[src/rtl/cadd_pipe_if.sv]
// Stream bundle for cadd_pipe: the input operand handshake and the saturated result handshake.
// master drives operands and out_ready; slave is the adder pipeline.
interface cadd_pipe_if #(
    parameter int DW = 16,
    parameter int OW = 16
);
    logic          in_valid;
    logic          in_ready;
    logic [DW-1:0] opa_r;
    logic [DW-1:0] opa_i;
    logic [DW-1:0] opb_r;
    logic [DW-1:0] opb_i;
    logic          sub;
    logic          out_valid;
    logic          out_ready;
    logic [OW-1:0] out_r;
    logic [OW-1:0] out_i;
    logic [1:0]    out_sat;

    modport master (
        output in_valid, opa_r, opa_i, opb_r, opb_i, sub, out_ready,
        input  in_ready, out_valid, out_r, out_i, out_sat
    );

    modport slave (
        input  in_valid, opa_r, opa_i, opb_r, opb_i, sub, out_ready,
        output in_ready, out_valid, out_r, out_i, out_sat
    );
endinterface

[src/rtl/cadd_pipe.sv]
// Two-stage elastic complex add/subtract with saturation to OW bits (DW <= OW <= DW+1, CNT_W >= 2).
// Optional clip-event counter enabled by defining CADD_SAT_CNT_EN; otherwise sat_cnt reads 0.
module cadd_pipe #(
    parameter int DW    = 16,
    parameter int OW    = 16,
    parameter int CNT_W = 16
) (
    input  logic             clk,
    input  logic             rst_n,
    cadd_pipe_if.slave       bus,
    input  logic             clr_cnt,
    output logic [CNT_W-1:0] sat_cnt
);
    localparam int SW = DW + 1;

    logic live_reg;
    logic v1_reg;
    logic v2_reg;
    logic rdy1;
    logic rdy2;
    logic in_hs;
    logic ld2;

    // live_reg keeps in_ready low until the first edge after reset release.
    assign rdy2         = !v2_reg || bus.out_ready;
    assign rdy1         = !v1_reg || rdy2;
    assign bus.in_ready = live_reg && rdy1;
    assign in_hs        = bus.in_valid && bus.in_ready;
    assign ld2          = rdy2 && v1_reg;

    always_ff @(posedge clk or negedge rst_n) begin
        if (!rst_n) begin
            live_reg <= 1'b0;
            v1_reg   <= 1'b0;
            v2_reg   <= 1'b0;
        end else begin
            live_reg <= 1'b1;
            if (rdy1) begin
                v1_reg <= in_hs;
            end
            if (rdy2) begin
                v2_reg <= v1_reg;
            end
        end
    end

    logic [DW-1:0] opa [2];
    logic [DW-1:0] opb [2];

    assign opa[0] = bus.opa_r;
    assign opa[1] = bus.opa_i;
    assign opb[0] = bus.opb_r;
    assign opb[1] = bus.opb_i;

    genvar gi;
    generate
        for (gi = 0; gi < 2; gi++) begin : g_comp
            logic signed [SW-1:0] a_ext;
            logic signed [SW-1:0] b_ext;
            logic signed [SW-1:0] sum_next;
            logic signed [SW-1:0] sum_reg;
            logic [OW-1:0]        res_next;
            logic [OW-1:0]        res_reg;
            logic                 clip_next;
            logic                 clip_reg;

            assign a_ext    = {opa[gi][DW-1], opa[gi]};
            assign b_ext    = {opb[gi][DW-1], opb[gi]};
            assign sum_next = bus.sub ? (a_ext - b_ext) : (a_ext + b_ext);

            if (OW == SW) begin : g_wide
                assign res_next  = sum_reg;
                assign clip_next = 1'b0;
            end else begin : g_clamp
                // The top two bits of the DW+1 sum disagree exactly when it leaves the OW range.
                always_comb begin
                    res_next  = sum_reg[OW-1:0];
                    clip_next = 1'b0;
                    if (sum_reg[SW-1] != sum_reg[SW-2]) begin
                        clip_next = 1'b1;
                        res_next  = sum_reg[SW-1] ? {1'b1, {(OW-1){1'b0}}}
                                                  : {1'b0, {(OW-1){1'b1}}};
                    end
                end
            end

            always_ff @(posedge clk or negedge rst_n) begin
                if (!rst_n) begin
                    sum_reg  <= '0;
                    res_reg  <= '0;
                    clip_reg <= 1'b0;
                end else begin
                    if (in_hs) begin
                        sum_reg <= sum_next;
                    end
                    if (ld2) begin
                        res_reg  <= res_next;
                        clip_reg <= clip_next;
                    end
                end
            end
        end
    endgenerate

    assign bus.out_valid = v2_reg;
    assign bus.out_r     = g_comp[0].res_reg;
    assign bus.out_i     = g_comp[1].res_reg;
    assign bus.out_sat   = {g_comp[1].clip_reg, g_comp[0].clip_reg};

`ifdef CADD_SAT_CNT_EN
    logic             out_hs;
    logic [1:0]       pop;
    logic [CNT_W:0]   cnt_sum;
    logic [CNT_W-1:0] cnt_reg;
    logic [CNT_W-1:0] cnt_next;

    assign out_hs  = v2_reg && bus.out_ready;
    assign pop     = {1'b0, g_comp[0].clip_reg} + {1'b0, g_comp[1].clip_reg};
    assign cnt_sum = {1'b0, cnt_reg} + {{(CNT_W-1){1'b0}}, pop};

    // Clear wins over a same-cycle increment; the carry out of cnt_sum pins the count at all-ones.
    always_comb begin
        cnt_next = cnt_reg;
        if (clr_cnt) begin
            cnt_next = '0;
        end else if (out_hs) begin
            cnt_next = cnt_sum[CNT_W] ? '1 : cnt_sum[CNT_W-1:0];
        end
    end

    always_ff @(posedge clk or negedge rst_n) begin
        if (!rst_n) begin
            cnt_reg <= '0;
        end else begin
            cnt_reg <= cnt_next;
        end
    end

    assign sat_cnt = cnt_reg;
`else
    logic unused_clr;
    assign unused_clr = clr_cnt;
    assign sat_cnt    = '0;
`endif

endmodule

[src/flat_wrapper.sv]
// flat-port wrapper written by rule: the top's interface ports become plain ports
module cadd_pipe_flat 
#(
    parameter int DW    = 16,
    parameter int OW    = 16,
    parameter int CNT_W = 16
)
  (clk, rst_n, clr_cnt, sat_cnt, bus_in_valid, bus_opa_r, bus_opa_i, bus_opb_r, bus_opb_i, bus_sub, bus_out_ready, bus_in_ready, bus_out_valid, bus_out_r, bus_out_i, bus_out_sat);
  cadd_pipe_if #(.DW(DW), .OW(OW)) bus_i ();
  input  logic clk;
  input  logic rst_n;
  input  logic clr_cnt;
  output logic [CNT_W-1:0] sat_cnt;
  input wire logic [$bits(bus_i.in_valid)-1:0] bus_in_valid;
  input wire logic [$bits(bus_i.opa_r)-1:0] bus_opa_r;
  input wire logic [$bits(bus_i.opa_i)-1:0] bus_opa_i;
  input wire logic [$bits(bus_i.opb_r)-1:0] bus_opb_r;
  input wire logic [$bits(bus_i.opb_i)-1:0] bus_opb_i;
  input wire logic [$bits(bus_i.sub)-1:0] bus_sub;
  input wire logic [$bits(bus_i.out_ready)-1:0] bus_out_ready;
  output wire logic [$bits(bus_i.in_ready)-1:0] bus_in_ready;
  output wire logic [$bits(bus_i.out_valid)-1:0] bus_out_valid;
  output wire logic [$bits(bus_i.out_r)-1:0] bus_out_r;
  output wire logic [$bits(bus_i.out_i)-1:0] bus_out_i;
  output wire logic [$bits(bus_i.out_sat)-1:0] bus_out_sat;
  assign bus_i.in_valid = bus_in_valid;
  assign bus_i.opa_r = bus_opa_r;
  assign bus_i.opa_i = bus_opa_i;
  assign bus_i.opb_r = bus_opb_r;
  assign bus_i.opb_i = bus_opb_i;
  assign bus_i.sub = bus_sub;
  assign bus_i.out_ready = bus_out_ready;
  assign bus_in_ready = bus_i.in_ready;
  assign bus_out_valid = bus_i.out_valid;
  assign bus_out_r = bus_i.out_r;
  assign bus_out_i = bus_i.out_i;
  assign bus_out_sat = bus_i.out_sat;
  cadd_pipe #(.DW(DW), .OW(OW), .CNT_W(CNT_W)) u_core (.clk(clk), .rst_n(rst_n), .bus(bus_i), .clr_cnt(clr_cnt), .sat_cnt(sat_cnt));
endmodule
[config.mk]
export PLATFORM = sky130hd
export DESIGN_NAME = cadd_pipe_flat
export DESIGN_NICKNAME = d
export VERILOG_FILES = /design/src/rtl/cadd_pipe_if.sv /design/src/rtl/cadd_pipe.sv /design/src/flat_wrapper.sv
export SDC_FILE = /design/constraint.sdc
export NUM_CORES = 1
export LEC_CHECK = 0
export BUFFER_PORTS_ARGS = -buffer_cell sky130_fd_sc_hd__buf_4
export CAP_MARGIN = 10
export CORE_MARGIN = 2
export CORE_UTILIZATION = 53
export DETAILED_ROUTE_END_ITERATION = 12
export GPL_TIMING_DRIVEN = 0
export PLACE_DENSITY = 0.79
export SLEW_MARGIN = 30
export SYNTH_ARGS = -nofsm -noshare
export SYNTH_HDL_FRONTEND = slang
export SYNTH_SLANG_ARGS = --single-unit
[constraint.sdc]
create_clock -name clk -period 2.2 [get_ports clk]
set_input_delay 0.44 -clock clk [delete_from_list [all_inputs] [get_ports clk]]
set_output_delay 0.44 -clock clk [all_outputs]
set_load 0.02 [all_outputs]
# Yosys cells after proc, flatten, opt, wreduce, memory -nomap -nowiden

Cells that the tools add are included.
Widths: inputs -> output; s select.

$add $sub $neg: 4
$mul: 0
Divide/modulo/power cells: 0
$lt $le $gt $ge: 0
Equality and inequality tests: 2
Shift operators: 0
Multiplexer cells: 8
Bitwise gates (word level): 0
Reductions and logical operators: 7

Operators by type and width:

| operator          | number |
|---|---|
| $mux 16           | 4 |
| $add 16x16->17    | 2 |
| $mux 17           | 2 |
| $sub 16x16->17    | 2 |
| $logic_and 1x1->1 | 3 |
| $logic_not 1->1   | 2 |
| $logic_or 1x1->1  | 2 |
| $mux 1            | 2 |
| $ne 1x1->1        | 2 |

Flip-flop bits (word level): 71
Bits in latches: 0
Bits in writable memories: 0
Bits in read-only memories: 0
Input port bits: 70
Output and inout bits: 52
Logic and storage cells: 30
Memories: 0

# Logic depth before layout (Yosys ltp)

Depth after elaboration: 5
Depth in mapped cells: 14
Mapped depth without buffers: 13

# Worst setup path before layout

OpenSTA, ideal clock, no wires.

Kind: input to register
Start: input bus_sub
End: register u_core.g_comp[0].sum_reg[15]
Setup time: 0.120 ns
Arrival: 3.152 ns
Slack: -1.072 ns
Cell stages on the path: 11
Buffers on the path: 3
Cell sequence: clkbuf_1 clkbuf_1 clkbuf_1 mux2i_1 ha_1 nor2b_1 o31a_1 o311ai_1 a21oi_1 or3_1 a31o_1

Word-level cells in the longest chain between the ends: 1

Ends and longest elaborated chain:

| item                   | RTL line           | source |
|---|---|---|
| start: declaration     | flat_wrapper.sv:19 | `input wire logic [$bits(bus_i.sub)-1:0] bus_sub;` |
| $mux 17                | cadd_pipe.sv:69    | `assign sum_next = bus.sub ? (a_ext - b_ext) : (a_ext + b_ext);` |
| end signal: assignment | cadd_pipe.sv:94    | `sum_reg <= sum_next;` |
| end: declaration       | cadd_pipe.sv:61    | `logic signed [SW-1:0] sum_reg;` |

Every way passes these cells.
A chain may end at the register's enable or synchronous reset.

# Worst setup path after layout

Start: input bus_opb_i[0]
End: register u_core.g_comp[1].sum_reg[16]

Word-level cells in the longest chain between the ends: 2
Elaborated cells between the ends (all ways): 3
Classes of those cells: 2 x add/sub; 1 x mux

Ends and longest elaborated chain:

| item                                                    | RTL line           | source |
|---|---|---|
| start: declaration                                      | flat_wrapper.sv:18 | `input wire logic [$bits(bus_i.opb_i)-1:0] bus_opb_i;` |
| $add 16x16->17 / $sub 16x16->17 (equally long branches) | cadd_pipe.sv:69    |  |
| $mux 17 *                                               | cadd_pipe.sv:69    |  |
| end signal: assignment                                  | cadd_pipe.sv:94    |  |
| end: declaration                                        | cadd_pipe.sv:61    |  |

Mark *: on every way between the ends. The rest lies on a longest branch, timed or not.

==> results.yml <==
routing:
  vias: 5715
  dr.pass1.iters: 5
  ant_nets: 0
  drt_iter0_markers: 335
  drt-wirelength-per-cell_um: 18.15
  viasPerCell: 5.844
  routed_wirelength_um: 17750
  drc: 0
worst_setup_path:
  arrival_ps: 3110
  crit_start: "bus_opb_i[0]"
  cp_max_fo: 4
  crit_end: "u_core.g_comp[1].sum_reg[16]$_DFFE_PN0P_"
  r2r-start: "u_core.g_comp[1].sum_reg[15]$_DFFE_PN0P_"
  critPathLaunchType: "input pin"
  endpoint_kind: "flip-flop"
  criticalPathCategory: "input pin to flip-flop"
  timing.rr.end: "u_core.bus.out_i[11]$_DFFE_PN0P_"
  r2r_slack_ps: 240
  critical_path_required_ps: 2420
  reg2reg_depth: 7
finish:
  fin_cells: 978
  final_cell_area_um2: 8065
  largest_register_ffs: 34
  final_layout_size_suffix_gt1_share_pct: 41.07
  area_delta_synth_final_pct: 55.29
  num_antenna_cells: 0
  final_nets: 950
global_route:
  grt_antenna_before_repair: 0
  grt_pass1_wl_um: 22480
  grtUsageTotal_pct: 26.75
  grt_pass1_vias: 4789
  grt_start_max_net_pins: 72
  gr-total-overflow: 0
clocking:
  clk_latency_ps: 350
  numCtsBuffers: 9
  htreeDepth: 3
  numClockSinks: 71
  clk_root_buffer_cell: "clkbuf_8"
  cts_tree: "built"
  clockBufferDepth: 2
  cts.reportedPaths.clkPinSlew_ps: 70
placed_design:
  dp_hpwl_um: 10530
  dp.cells: 888
  place_area_um2: 6407
  port_buffers: 103
  gp_congestion: 0.8760
logic_synthesis:
  ys_ff_latch: 71
  seq_area_frac_synth_pct: 34.21
  synth.cell_area_um2: 5194
  synth.avg_cell_area_um2: 8.153
  netlist_instances: 637
  ys.flop_type: "dfrtp_1"
  ys_types: 57
  async_reset_ff_share_pct: 100.0
  yosys_warnings: 0
  synth_edf_count: 0
job:
  max_cap_viol_count: 0
timing:
  layout_min_cycle_time_ps: 2895
  maxSlewViolCount: 0
  hold_slack_ps: 81.49
  tightest_slew_ps: 619.2
  fmax_mhz: 345.4
  skew_ps: 7.857
  setup_violations: 23
  rsz0062_at_grt: "true"
  setup-tns-final_ps: -8877
  final.setup.worst_slack_ps: -695.3
  fin_crit_sh_pct: 131.6
  hold_violations: 0
  relSlewSlack_pct: 58.72
pwr:
  pwr_density_cell_nw_per_um2: 843.2
  ir_worst_vdd_mv: 0.5102
  p_leak_nw: 3.657
die:
  rows: 36
  die_h_um: 103.0
  die-area_um2: 10610
  top_level_ports: 122
  die_x_um: 103.0
  coreArea_um2: 9639
  initial_core_util_pct: 53.88
worst_hold_path:
  hp-class: "input pin to asynchronous set/reset pin"
outcome:
  violations: "setup timing"
  status: "finished with violations"
cells in the mapped netlist, drive strengths merged (3+ instances only):
cell type	number	area, µm²
inv	27	101.4
dfrtp	71	1777
a21oi	66	334.1
and3	5	32.53
mux2i	4	40.04
clkbuf	29	111.4
o21a	4	30.03
nand3	8	40.04
o211ai	7	52.55
o31a	3	26.28
nor2	37	138.9
a31o	3	26.28
a211oi	5	37.54
nor3	14	70.07
o31ai	8	60.06
nand2b	5	31.28
nand4	3	18.77
nor4	7	43.79
nand2	90	337.8
and4	3	27.53
buf	19	140.1
xor2	6	52.55
a21o	7	52.55
o21bai	3	22.52
ha	38	475.5
xnor2	45	394.1
or3	4	25.02
o21ai	84	420.4
a31oi	5	31.28
what timing repair did:
| item | 4_1_cts | 5_1_grt |
|---|---|---|
| pin swaps | 46 | 76 |
| setup buffers | 39 | 45 |
| resized for setup | 79 | 106 |
| setup endpoints to repair | 22 | 24 |
| hold buffers | 0 | 0 |
routing by layer:
layer | share of wire, % | track usage [%]
met5 | 0 | 0
met4 | 4.4 | 6.984
met3 | 6.6 | 3.458
met2 | 48 | 44.06
met1 | 41 | 37.40
area by class of cell:
| class | instances | area, µm² |
|---|---|---|
| multi-input combinational | 506 | 3951 |
| sequential | 71 | 1777 |
| fill | 567 | 1574 |
| timing repair buffer | 182 | 1511 |
| buffer | 43 | 310.3 |
| clock buffer | 14 | 192.7 |
| tap | 133 | 166.4 |
| inverter | 27 | 121.4 |
| clock inverter | 2 | 35.03 |
layout by cell type, fill, tap and decap left out, drive strengths merged, types with 26 or more instances in the layout:
cell type,instances
clkbuf,38
ha,38
nand2,90
xnor2,45
dfrtp,71
o21ai,84
inv,26
buf,201
a21oi,66
nor2,37
report_power, final:
group	internal, mW	switching, mW
logic	1.62	1.98
clock network	0.677	0.452
registers	1.78	0.288
total	4.08	2.72
worst max-delay path, stage by stage:
cell	delay (ps)
buf_12	110
inv_12	40
ha_4	120
or4b_4	520
nor4_4	220
a21oi_2	100
xnor2_1	130
ha_2	390
nand3_4	110
buf_6	140
o22ai_2	190
nand4_1	150
o211ai_1	130
xnor2_1	200
o21ai_1	110
through the flow:
step | utilization [%] | power, mW | setup slack [ps]
2_1_floorplan | - | 3.899 | -707.1
3_3_place_gp | 66.47 | 4.865 | -1041
3_5_place_dp | 66.47 | 4.971 | -1097
4_1_cts | 75.44 | 6.374 | -566.1
5_1_grt | 83.67 | 7.194 | -776.4
6_report | 83.67 | 6.800 | -695.3
worst min-delay path by stage:
stage / from / to / slack [ps] / depth (start not counted)
after floorplan: rst_n / u_core.bus.out_i[0]$_DFFE_PN0P_ / 140 / 0
after CTS: rst_n / u_core.g_comp[1].clip_reg$_DFFE_PN0P_ / 220 / 1
final: rst_n / u_core.bus.out_i[13]$_DFFE_PN0P_ / 80 / 1
after global placement: u_core.bus.out_r[15]$_DFFE_PN0P_ / u_core.bus.out_r[15]$_DFFE_PN0P_ / 450 / 2
after detailed placement: u_core.bus.out_r[15]$_DFFE_PN0P_ / u_core.bus.out_r[15]$_DFFE_PN0P_ / 460 / 2
after global routing: rst_n / u_core.g_comp[1].clip_reg$_DFFE_PN0P_ / 140 / 1
kinds of logic (layout without fill, tap and decap cells):
group / after synthesis / after routing / share of synthesized area [%]
xor+xnor: 51 / 51 / 8.600
buf+inv: 75 / 268 / 6.794
flops: 71 / 71 / 34.21
simple gates: 185 / 185 / 16.07
mux: 4 / 4 / 0.7709
other cells: 2 / 17 / 0.1446
fa+ha+maj: 40 / 40 / 9.925
compound gates: 209 / 209 / 23.49
Power figures use the tool's default switching activity.
